File: src/rtl/frame_buffer_reader.sv
// Frame-buffer scan-out: maps screen counts to upscaled buffer addresses, expands RGB565
// read data to RGB888 and double-buffers with a frame-synchronous bank swap.
module frame_buffer_reader #(
   parameter int FB_WIDTH     = 320,
   parameter int FB_HEIGHT    = 180,
   parameter int SCALE_LOG2   = 2,
   parameter int BRAM_LATENCY = 2,
   parameter int ADDR_W       = 17
) (
   input  logic              pixel_clk,
   input  logic              rst,
   input  logic [10:0]       h_count_in,
   input  logic [9:0]        v_count_in,
   input  logic              h_sync_in,
   input  logic              v_sync_in,
   input  logic              active_draw_in,
   input  logic              new_frame_in,
   input  logic              swap_req,
   output logic [ADDR_W-1:0] rd_addr,
   output logic              rd_en,
   input  logic [15:0]       rd_data,
   output logic [7:0]        red,
   output logic [7:0]        green,
   output logic [7:0]        blue,
   output logic              h_sync_out,
   output logic              v_sync_out,
   output logic              active_draw_out,
   output logic              display_bank,
   output logic              swap_ack
);

   localparam int LAT = BRAM_LATENCY + 2;
   localparam logic [ADDR_W-1:0] BANK_SIZE = ADDR_W'(FB_WIDTH * FB_HEIGHT);
   localparam logic [ADDR_W-1:0] ROW_PITCH = ADDR_W'(FB_WIDTH);

   typedef enum logic {IDLE = 1'b0, PENDING = 1'b1} swap_state_t;

   function automatic logic [7:0] expand5(input logic [4:0] c);
      return {c, c[4:2]};
   endfunction

   function automatic logic [7:0] expand6(input logic [5:0] c);
      return {c, c[5:4]};
   endfunction

   swap_state_t       state_q, state_d;
   logic              bank_q, bank_d;
   logic              ack_q, ack_d;
   logic [ADDR_W-1:0] addr_q, addr_d;
   logic              en_q;
   logic [2:0]        dly_q [LAT];
   logic [23:0]       rgb_q, rgb_d;

   // Stage 1: buffer address; the bank register still holds its pre-toggle value here.
   always_comb begin
      addr_d = addr_q;
      if (active_draw_in) begin
         addr_d = (bank_q ? BANK_SIZE : '0)
                + ADDR_W'(v_count_in >> SCALE_LOG2) * ROW_PITCH
                + ADDR_W'(h_count_in >> SCALE_LOG2);
      end
   end

   // Output stage: colour is captured as the matching timing sample enters the last delay slot.
   always_comb begin
      rgb_d = '0;
      if (dly_q[LAT-2][0]) begin
         rgb_d = {expand5(rd_data[15:11]), expand6(rd_data[10:5]), expand5(rd_data[4:0])};
      end
   end

   always_comb begin
      state_d = state_q;
      bank_d  = bank_q;
      ack_d   = 1'b0;
      case (state_q)
         IDLE: begin
            if (swap_req && new_frame_in) begin
               bank_d = ~bank_q;
               ack_d  = 1'b1;
            end else if (swap_req) begin
               state_d = PENDING;
            end
         end
         PENDING: begin
            if (new_frame_in) begin
               bank_d  = ~bank_q;
               ack_d   = 1'b1;
               state_d = IDLE;
            end
         end
         default: state_d = IDLE;
      endcase
   end

   always_ff @(posedge pixel_clk or posedge rst) begin
      if (rst) begin
         state_q <= IDLE;
         bank_q  <= 1'b0;
         ack_q   <= 1'b0;
         addr_q  <= '0;
         en_q    <= 1'b0;
         rgb_q   <= '0;
         for (int i = 0; i < LAT; i++) dly_q[i] <= '0;
      end else begin
         state_q  <= state_d;
         bank_q   <= bank_d;
         ack_q    <= ack_d;
         addr_q   <= addr_d;
         en_q     <= active_draw_in;
         rgb_q    <= rgb_d;
         dly_q[0] <= {h_sync_in, v_sync_in, active_draw_in};
         for (int i = 1; i < LAT; i++) dly_q[i] <= dly_q[i-1];
      end
   end

   assign rd_addr         = addr_q;
   assign rd_en           = en_q;
   assign red             = rgb_q[23:16];
   assign green           = rgb_q[15:8];
   assign blue            = rgb_q[7:0];
   assign h_sync_out      = dly_q[LAT-1][2];
   assign v_sync_out      = dly_q[LAT-1][1];
   assign active_draw_out = dly_q[LAT-1][0];
   assign display_bank    = bank_q;
   assign swap_ack        = ack_q;

endmodule
File: config.mk
export PLATFORM = sky130hd
export DESIGN_NAME = frame_buffer_reader
export DESIGN_NICKNAME = d
export VERILOG_FILES = /design/src/rtl/frame_buffer_reader.sv
export SDC_FILE = /design/constraint.sdc
export NUM_CORES = 1
export LEC_CHECK = 0
export CORE_UTILIZATION = 43
export DETAILED_ROUTE_END_ITERATION = 7
export GPL_TIMING_DRIVEN = 0
export PLACE_DENSITY = 0.78
export SLEW_MARGIN = 25
export SYNTH_ARGS = -nofsm -noshare
export SYNTH_HDL_FRONTEND = slang
export SYNTH_SLANG_ARGS = --single-unit
File: constraint.sdc
create_clock -name pixel_clk -period 2.7 [get_ports pixel_clk]
set_input_delay 0.405 -clock pixel_clk [delete_from_list [all_inputs] [get_ports pixel_clk]]
set_output_delay 0.405 -clock pixel_clk [all_outputs]
set_load 0.01 [all_outputs]
# [Word-level counts from Yosys, hierarchy flattened]
# Index checks and enable logic that the tools add are counted.
[word_totals] elab_cells=31 register_bits=57 out_inout_bits=47 in_bits=44
[op_classes] mux=12 reduce_logical=2 mul=1 add_sub_neg=2 n_bitwise=2 n_eq_ne=2
[ops] cell="$mux 24" count=1
[ops] cell="$add 16x17->17" count=1
[ops] cell="$add 17x9->17" count=1
[ops] cell="$mux 16" count=1
[ops] cell="$mul 8x3->11 const B" count=1
[ops] cell="$mux 1" count=7
[ops] cell="$pmux 1 s2" count=3
[ops] cell="$ne 2x2->1 const B" count=2
[ops] cell="$not 1->1" count=2
[ops] cell="$reduce_and 2->1" count=1
[ops] cell="$logic_and 1x1->1" count=1

# [Longest topological paths before layout]
# Gate-level depths: netlist of run 1.
[depth] word_depth=3 ltp_mapped=14 mapped_depth_nobuf=14

# [Least setup slack after synthesis of run 1]
# OpenSTA, ideal clock, no wires.
[synth_timing] kind="in2reg" startpoint="in v_count_in[4]" endpoint="reg addr_q[15], in the netlist rd_addr[15]" required_ns=2.575 arrival_ns=3.207 setup_time_ns=0.125 path_stages=13 n_path_buf=0 path_slack_ns=-0.633 path_cell_list="ha_1 ha_1 a211o_1 and4_1 a211o_1 xor2_1 ha_1 ha_1 nand2_1 nor2_1 a31oi_4 xnor2_1 mux2_4"
[synth_between] elab_chain_cells=3
[synth_rtl] element="start: declaration" line_no="13" source="input logic [9:0] v_count_in,"
[synth_rtl] element="$mul 8x3->11" line_no="59" source="+ ADDR_W'(v_count_in >> SCALE_LOG2) * ROW_PITCH"
[synth_rtl] element="$add 16x17->17" line_no="59"
[synth_rtl] element="$add 17x9->17" line_no="60" source="+ ADDR_W'(h_count_in >> SCALE_LOG2);"
[synth_rtl] element="end signal: assignment" line_no="109" source="addr_q <= addr_d;"
[synth_rtl] element="end: declaration" line_no="49" source="logic [ADDR_W-1:0] addr_q, addr_d;"
# Every way passes these cells.
# A chain may end at the register's enable or synchronous reset.

# [Final worst setup path of run 1]
[layout_timing] startpoint="in v_count_in[5]" endpoint="reg addr_q[15], in the netlist rd_addr[15]"
# Same word-level chain as after synthesis.

==> results of run 1 <==
## Yosys cell counts
cell type	instances	share of area, %
nor2_1	11	1.8
buf_1	1	0.17
o31ai_2	1	0.55
fa_1	3	2.7
clkbuf_1	2	0.33
nand3_1	3	0.66
xor2_1	3	1.2
xnor2_1	9	3.5
or2_1	1	0.28
a21o_2	1	0.39
buf_4	8	2.7
and2_1	17	4.7
o21bai_1	1	0.33
a31oi_4	1	0.94
dfrtp_1	48	53
inv_1	7	1.2
a211o_1	3	1.2
ha_1	22	12
nor2b_1	1	0.28
mux2_4	1	0.66
nand4_1	1	0.28
and4_1	1	0.39
xor2_2	1	0.72
a21o_1	4	1.3
o221ai_1	1	0.39
nand2_1	3	0.50
and2_4	1	0.39
mux2_2	11	5.5
a21oi_1	8	1.8
## metrics by stage
step	total power, mW	setup WS (ps)	utilization [%]
after CTS	2.48	-261	70.5
after global routing	2.72	-347	71.4
after global placement	1.94	-1110	65.8
final	2.54	-221	71.4
after detailed placement	1.97	-1160	66.3
after floorplan	1.56	-368	-
## path summary, 6_finish.rpt
kind                                     startpoint                       to  slack (ps)  cells past startpoint
max                                   v_count_in[5]  rd_addr[15]$_DFFE_PP0P_        -220                     14
min                              dly_q[4]$_DFF_PP0_     v_sync_out$_DFF_PP0_         350                      0
max reg2reg                display_bank$_DFFE_PP0P_  rd_addr[15]$_DFFE_PP0P_          70                     10
min reg2reg                      dly_q[4]$_DFF_PP0_     v_sync_out$_DFF_PP0_         350                      0
max in group asynchronous                       rst       rgb_q[6]$_DFF_PP0_        1720                      3
min in group asynchronous                       rst   rd_addr[3]$_DFFE_PP0P_         500                      2
## worst max-delay path, stage by stage
cell     delay [ps]
buf_8           110
ha_4            230
ha_4            250
or2_4           250
and4_1          210
a211o_1         240
xor2_1          140
ha_1            330
ha_4            300
nand2_4          60
nor2_4          100
a31oi_4          90
xnor2_1         140
mux2_4          250
## sequential cells by signal, summed over array words and instances (netlist names)
name and count:
h_sync_out 1, rd_addr 17, rgb_q 16, state_q 1, v_sync_out 1, display_bank 1, swap_ack 1, active_draw_out 1
dly_q 9
## routing by layer
metal  GRT usage [%]  vias to the layer above  share of wire (%)
li1                -                      785                  -
met1            21.5                      748                 42
met2            28.0                       47                 52
met3            3.79                        6                5.4
met4            4.40                        0               0.75
met5               0                        -                  0
## power by group through the flow
stage / registers, mW / clock network [mW] / logic, mW
3_5_place_dp: 0.907 / 0 / 1.06
6_report: 0.893 / 0.420 / 1.23
2_1_floorplan: 0.950 / 0 / 0.608
5_1_grt: 0.910 / 0.464 / 1.34
4_1_cts: 0.897 / 0.433 / 1.15
3_3_place_gp: 0.904 / 0 / 1.03
## timing repair
action                                  4_1_cts  5_1_grt
setup buffers                                 5        1
gates resized for setup                      44        9
pin swaps                                    20       12
endpoints found under the setup margin        7        3
## kinds of logic after synthesis
family | Yosys count | share of synthesized area, %
simple gates | 39 | 9.30
xor+xnor | 13 | 5.37
mux | 12 | 6.15
compound gates | 20 | 6.87
flops | 48 | 53.2
buf+inv | 18 | 4.32
fa+ha+maj | 25 | 14.8
## layout make-up
type                            count  area [µm²]
Fill cell                         379        1450
Sequential cell                    48        1200
Multi-Input combinational cell    109        1200
Timing Repair Buffer               93         948
Tap cell                           70        87.6
Clock buffer                        6        82.6
Buffer                             11        71.3
Inverter                            7        26.3
Clock inverter                      2        10.0
==> flow_summary.toml, run 1 <==
[sta]
fin_skew_ps = 2.64
setup_slack_ps = -221
min_period_ps = 2920
fin_tns_setup_ps = -423
fmax_mhz = 342
setup_violations = 2
rsz0062_at_grt = "yes"
relSlewSlack_pct = 61.1
final_max_slew_viol_count = 0
worstMarginPinSlew_ps = 583
hold_slack_ps = 352
period_share_pct = 108
hold_viol = 0

[clocking]
clock_latency_ps = 290
cts_root_buf = "clkbuf_8"
numCtsBuffers = 5
cts.clk_slew.worst_paths_ps = 80
clk_path_buf_depth = 2
cts_tree = "done"
htree_num_levels = 2
cts.sinks = 48
ctsHoldBuffers = 0

[synth]
yosys_register_bits = 48
avgSynthCellArea_um2 = 12.9
yosysWarnings = 0
syn_area_um2 = 2260
ys_types = 29
seq_area_frac_synth_pct = 53.2
syn_inst = 175
mappedNetlistNets = 244

[placed_design]
place_congestion = 0.777
place_area_um2 = 3360
post-dp-hpwl_mm = 3.46
io_buffers = 86
dp_cells = 332

[routing]
vias_per_cell = 4.58
vias = 1586
routedWlPerCell_um = 12.7
drt_iter0_drc = 71
ant_nets = 0
drt-pass1-iter-count = 5
drt_wl_total_mm = 4.40
drcViolationCount = 0

[global_routing]
antenna_found_initial = 0
grt_pass1_wl_mm = 6.96
grt_max_degree = 26
track_usage_pct = 16.6
grt-ovfl-total = 0
grt_pass1_vias = 1568

[die]
die_width_um = 74.5
io_pins = 91
start_util_pct = 44.5
core_area_um2 = 5070
rows = 26
dieHeight_um = 74.5
die-area_um2 = 5550

[power]
powerDensity_nw_per_um2 = 701
combPwrFrac_pct = 48.4
p_switching_mw = 0.802
ir_drop_uv = 542
p_clk_share_pct = 16.5
pwr-share-seq_pct = 35.1
p_int_mw = 1.74
cellLeakagePower_nw = 1.57
swShare_pct = 31.5

[outcome]
violations = "setup timing"
run_status = "finished, violations left"

[setup_path]
critPathLaunchType = "primary input"
arrival_ps = 3100
critical_path.max_fanout = 3
required_ps = 2880
crit_type = "primary input to flip-flop"
end_kind = "flip-flop"

[final_layout]
final_common_cell = "clkdlybuf4s50_1"
fin_cells = 346
final_area_um2 = 3630
nets = 344
final_cell_mix = "clkdlybuf4s50_1 (78), dfrtp_1 (48), and2_1 (17)"
drive_gt1_share_pct = 25.0
syn_to_final_growth_pct = 60.5
n_antenna_cell = 0

[flow_run]
drv_cap = 0

[hold_path]
min_path_type = "flip-flop to flip-flop"
Note: power is estimated with default switching activity, not from simulation.
==> run 2: changes to the inputs <==
CORE_UTILIZATION = 40   (was 43)
PLACE_DENSITY = 0.73   (was 0.78)
TNS_END_PERCENT = 10   (was not set)
clock period = 2.85 ns   (was 2.7 ns; I/O delays follow)
==> flow_summary.toml, run 2 (synthesized netlist as in run 1, its figures left out) <==
[clocking]
cts_root_buf = "clkbuf_8"
clk_path_buf_depth = 2
htree_num_levels = 2
cts.clk_slew.worst_paths_ps = 80
cts_tree = "done"
clock_latency_ps = 300
numCtsBuffers = 5
ctsHoldBuffers = 0
cts.sinks = 48

[flow_run]
drv_cap = 0

[final_layout]
syn_to_final_growth_pct = 58.2
final_cell_mix = "clkdlybuf4s50_1 (78), dfrtp_1 (48), and2_1 (17)"
drive_gt1_share_pct = 23.0
final_common_cell = "clkdlybuf4s50_1"
final_area_um2 = 3570
n_antenna_cell = 0
nets = 342
largest_reg_flops = 17

[setup_path]
reg2reg_to = "rd_addr[15]$_DFFE_PP0P_"
critPathLaunchType = "primary input"
r2r_start = "display_bank$_DFFE_PP0P_"
critPathBufInv = 1
critical_path.top_delay_family = "adder cells"
cp_slowest_stage_delay_ps = 320
reg2reg_depth = 10
crit_type = "primary input to flip-flop"
critical_path.max_fanout = 3
arrival_ps = 3190
crit_top_cell = "ha_4"
required_ps = 3040
slowest_stage = "a211o_1"
rrSetupSlack_ps = 190
cp_cell_sequence = "buf_8 -> ha_4 -> ha_4 -> a211o_1 -> and4_1 -> a211o_1 -> xor2_1 -> ha_1 -> ha_4 -> nand2_4 -> nor2_4 -> a31oi_4 -> xnor2_1 -> mux2_4"
end_kind = "flip-flop"

[power]
ir_drop_uv = 425
p_total_mw = 2.42
p_int_mw = 1.67
cellLeakagePower_nw = 1.55
pwr-share-seq_pct = 35.1
combPwrFrac_pct = 45.1
p_switching_mw = 0.750
swShare_pct = 31.0
powerDensity_nw_per_um2 = 678
p_clk_share_pct = 19.8

[global_routing]
use_met2_pct = 29.3
grt_pass1_wl_mm = 7.79
grt_max_degree = 26
grt_pass1_vias = 1662
grt-busiest-layer = "met2"
antenna_found_initial = 0
grt-ovfl-total = 0
track_usage_pct = 17.0
gr-usage-met1_pct = 20.3
grt.met3_usage_pct = 3.81

[die]
start_util_pct = 41.3
die-area_um2 = 5950
io_pins = 91
die_width_um = 77.2
core_area_um2 = 5470
dieHeight_um = 77.2
rows = 27

[sta]
fin_skew_ps = 4.63
relSlewSlack_pct = 60.5
setup_violations = 2
min_period_ps = 3000
rsz0062_at_grt = "yes"
hold_viol = 0
period_share_pct = 105
setup_slack_ps = -152
final_max_slew_viol_count = 0
worstMarginPinSlew_ps = 593
fin_tns_setup_ps = -272
fmax_mhz = 333

[routing]
ant_nets = 0
routedWlPerCell_um = 13.2
drt_iter0_drc = 59
drcViolationCount = 0
drt_wl_total_mm = 4.58
drt-pass1-iter-count = 6
vias = 1594
vias_per_cell = 4.61

[placed_design]
io_buffers = 86
post-dp-hpwl_mm = 3.68
place_area_um2 = 3360
place_congestion = 0.755

[outcome]
run_status = "finished, violations left"
violations = "setup timing"

[hold_path]
hold_path.startpoint = "dly_q[6]$_DFF_PP0_"
holdPathEnd = "dly_q[3]$_DFF_PP0_"
min_path_type = "flip-flop to flip-flop"
hold_depth = 0
## run 2: per-layer routing
layer	part of all wire [%]	up-vias
met3	4.4	5
met2	52	39
met1	42	774
met4	1.4	0
li1	-	776
met5	0	-
## run 2: metrics by stage
| step | utilization [%] | hold WS, ps | instances | setup slack (ps) |
|---|---|---|---|---|
| finish | 65.3 | 351 | 346 | -152 |
| global route | 65.3 | 364 | 346 | -247 |
| CTS | 64.9 | 355 | 346 | -164 |
| detailed placement | 61.4 | 335 | 334 | -1030 |
| global placement | 61.0 | 332 | 333 | -1010 |
| floorplan | - | 331 | 175 | -241 |
## run 2: worst max-delay path by stage
stage,start,to,slack [ps],cells past startpoint
after floorplan,v_count_in[3],rd_addr[16]$_DFFE_PP0P_,-240,14
after global placement,v_count_in[5],rd_addr[16]$_DFFE_PP0P_,-1010,15
after detailed placement,v_count_in[5],rd_addr[16]$_DFFE_PP0P_,-1030,15
after CTS,v_count_in[4],rd_addr[15]$_DFFE_PP0P_,-160,14
after global routing,v_count_in[4],rd_addr[15]$_DFFE_PP0P_,-250,14
final,v_count_in[4],rd_addr[15]$_DFFE_PP0P_,-150,14
## run 2: power by group through the flow
stage                     sequential, mW  clock [mW]  combinational, mW
final                              0.850       0.479               1.09
after global routing               0.863       0.522               1.20
after detailed placement           0.865           0              0.999
after CTS                          0.852       0.496               1.09
after floorplan                    0.900           0              0.576
after global placement             0.859           0              0.978
## run 2: cell type report
class | count | area, µm²
fillers | 442 | 1900
multi-input cells | 109 | 1180
well taps | 72 | 90.1
flip-flops and latches | 48 | 1200
inverters | 7 | 26.3
plain buffers | 11 | 71.3
repair buffers | 91 | 901
clock inverters | 2 | 35.0
clock buffers | 6 | 72.6
## run 2: timing repair
item / 4_1_cts / 5_1_grt
pin swaps: 22 / 5
endpoints found under the setup margin: 3 / 2
buffers inserted: 4 / 0
gates resized for setup: 39 / 3
## run 2: worst reg2reg max path, stage by stage (launching register included)
cell	delay (ps)
dfrtp_1	470
inv_1	130
fa_1	520
inv_1	70
fa_1	450
a21o_1	210
nand2_1	160
nor2_4	70
a31oi_4	150
xnor2_1	80
mux2_4	250
==> run 3: changes to the inputs <==
CORE_UTILIZATION = 43   (was 40)
PLACE_DENSITY = 0.78   (was 0.73)
SKIP_CTS_REPAIR_TIMING = 1   (was not set)
==> flow_summary.toml, run 3 (synthesized netlist as in run 1, its figures left out) <==
[routing]
drt-pass1-iter-count = 5
routedWlPerCell_um = 13.0
drt_iter0_drc = 61
drcViolationCount = 0
ant_nets = 0
vias = 1575
drt_wl_total_mm = 4.45
vias_per_cell = 4.61

[power]
ir_drop_uv = 653
p_total_mw = 2.34
cellLeakagePower_nw = 1.57
powerDensity_nw_per_um2 = 660

[setup_path]
critPathLaunchType = "primary input"
crit_type = "primary input to flip-flop"
critPathBufInv = 1
cp_slowest_stage_delay_ps = 310
critical_path.top_delay_family = "adder cells"
slowest_stage = "ha_1"
arrival_ps = 3220
crit_top_cell = "ha_4"
critical_path.max_fanout = 3
required_ps = 3030
rrSetupSlack_ps = 190
cp_cell_sequence = "dlymetal6s2s_1 -> ha_4 -> ha_4 -> or2_1 -> and4_1 -> a211o_1 -> xor2_1 -> ha_1 -> ha_4 -> nand2_4 -> nor2_4 -> a31oi_4 -> xnor2_1 -> mux2_4"
end_kind = "flip-flop"

[placed_design]
dp_cells = 332
place_ws_ps = -1030
post-dp-hpwl_mm = 3.46
place_congestion = 0.777
io_buffers = 86

[final_layout]
fin_cells = 342
n_antenna_cell = 0
final_cell_mix = "clkdlybuf4s50_1 (78), dfrtp_1 (48), and2_1 (17)"
drive_gt1_share_pct = 22.1
final_common_cell = "clkdlybuf4s50_1"
syn_to_final_growth_pct = 57.0
fillers = 392
nets = 340
largest_reg_flops = 17

[die]
die-area_um2 = 5550
core_area_um2 = 5070
start_util_pct = 44.5
rows = 26
die_width_um = 74.5
dieHeight_um = 74.5
io_pins = 91

[sta]
fmax_mhz = 329
setup_slack_ps = -191
setup_violations = 2
fin_skew_ps = 2.86
hold_viol = 0
rsz0062_at_grt = "yes"
relSlewSlack_pct = 61.2
final_max_slew_viol_count = 0
period_share_pct = 107
worstMarginPinSlew_ps = 582
min_period_ps = 3040

[global_routing]
grt-ovfl-total = 0
antenna_found_initial = 0
grt_max_degree = 26
grt_pass1_vias = 1504
track_usage_pct = 15.9
grt_pass1_wl_mm = 6.73

[flow_run]
drv_cap = 0

[clocking]
clk_path_buf_depth = 2
cts_root_buf = "clkbuf_8"
cts_tree = "done"
numCtsBuffers = 5
cts.sinks = 48
cts.clk_slew.worst_paths_ps = 80
htree_num_levels = 2
clock_latency_ps = 290

[outcome]
run_status = "finished, violations left"
violations = "setup timing"

[hold_path]
min_path_type = "flip-flop to flip-flop"
==> run 3: cell count changes in the layout (fill, tap and decap cells not counted), sizes merged <==
cell,change
clkinv,+1
buf,-7
clkbuf,+3
dlygate4sd2,-2
dlymetal6s2s,+4
bufinv,-1
==> run 3: path summary, 6_finish.rpt <==
check | end | start | cells after the start
max | rd_addr[15]$_DFFE_PP0P_ | v_count_in[7] | 14
min | v_sync_out$_DFF_PP0_ | dly_q[4]$_DFF_PP0_ | 0
max reg2reg | rd_addr[15]$_DFFE_PP0P_ | display_bank$_DFFE_PP0P_ | 10
min reg2reg | v_sync_out$_DFF_PP0_ | dly_q[4]$_DFF_PP0_ | 0
max in group asynchronous | rgb_q[6]$_DFF_PP0_ | rst | 3
min in group asynchronous | rd_addr[3]$_DFFE_PP0P_ | rst | 2
==> run 3: cell type report <==
type	instances	area (µm²)	share of cell area (%)
Buffer	11	71.3	2.01
Clock buffer	6	82.6	2.33
Clock inverter	2	10.0	0.282
Inverter	7	26.3	0.741
Multi-Input combinational cell	109	1170	33.1
Sequential cell	48	1200	33.9
Tap cell	70	87.6	2.47
Timing Repair Buffer	89	896	25.3
==> run 3: metrics by stage <==
stage,hold slack (ps),setup TNS (ps),area (µm²),utilization (%)
2_1_floorplan,331,-474,2390,-
3_3_place_gp,332,-3360,3340,65.8
3_5_place_dp,335,-3570,3360,66.3
4_1_cts,353,-1550,3460,68.1
5_1_grt,362,-555,3550,69.9
6_report,352,-310,3550,69.9
==> run 3: worst reg2reg max path: stages (launching register included) <==
cell and delay (ps):
dfrtp_1 470, inv_1 130, fa_1 510, inv_1 70
fa_1 460, a21o_1 200, nand2_1 170, nor2_4 50
a31oi_4 170, xnor2_1 80, mux2_4 250
==> run 3: report_power, final <==
group / internal [mW] / total (mW) / switching (mW)
Combinational: 0.615 / 1.09 / 0.478
Clock: 0.194 / 0.399 / 0.205
Sequential: 0.786 / 0.849 / 0.0624
Total: 1.59 / 2.34 / 0.745
==> run 3: per-layer routing <==
metal,vias to the layer above,track usage (%),wire [µm]
li1,778,-,-
met1,748,20.5,1820
met2,45,26.8,2360
met3,4,3.79,243
met4,0,4.40,25
met5,-,0,0
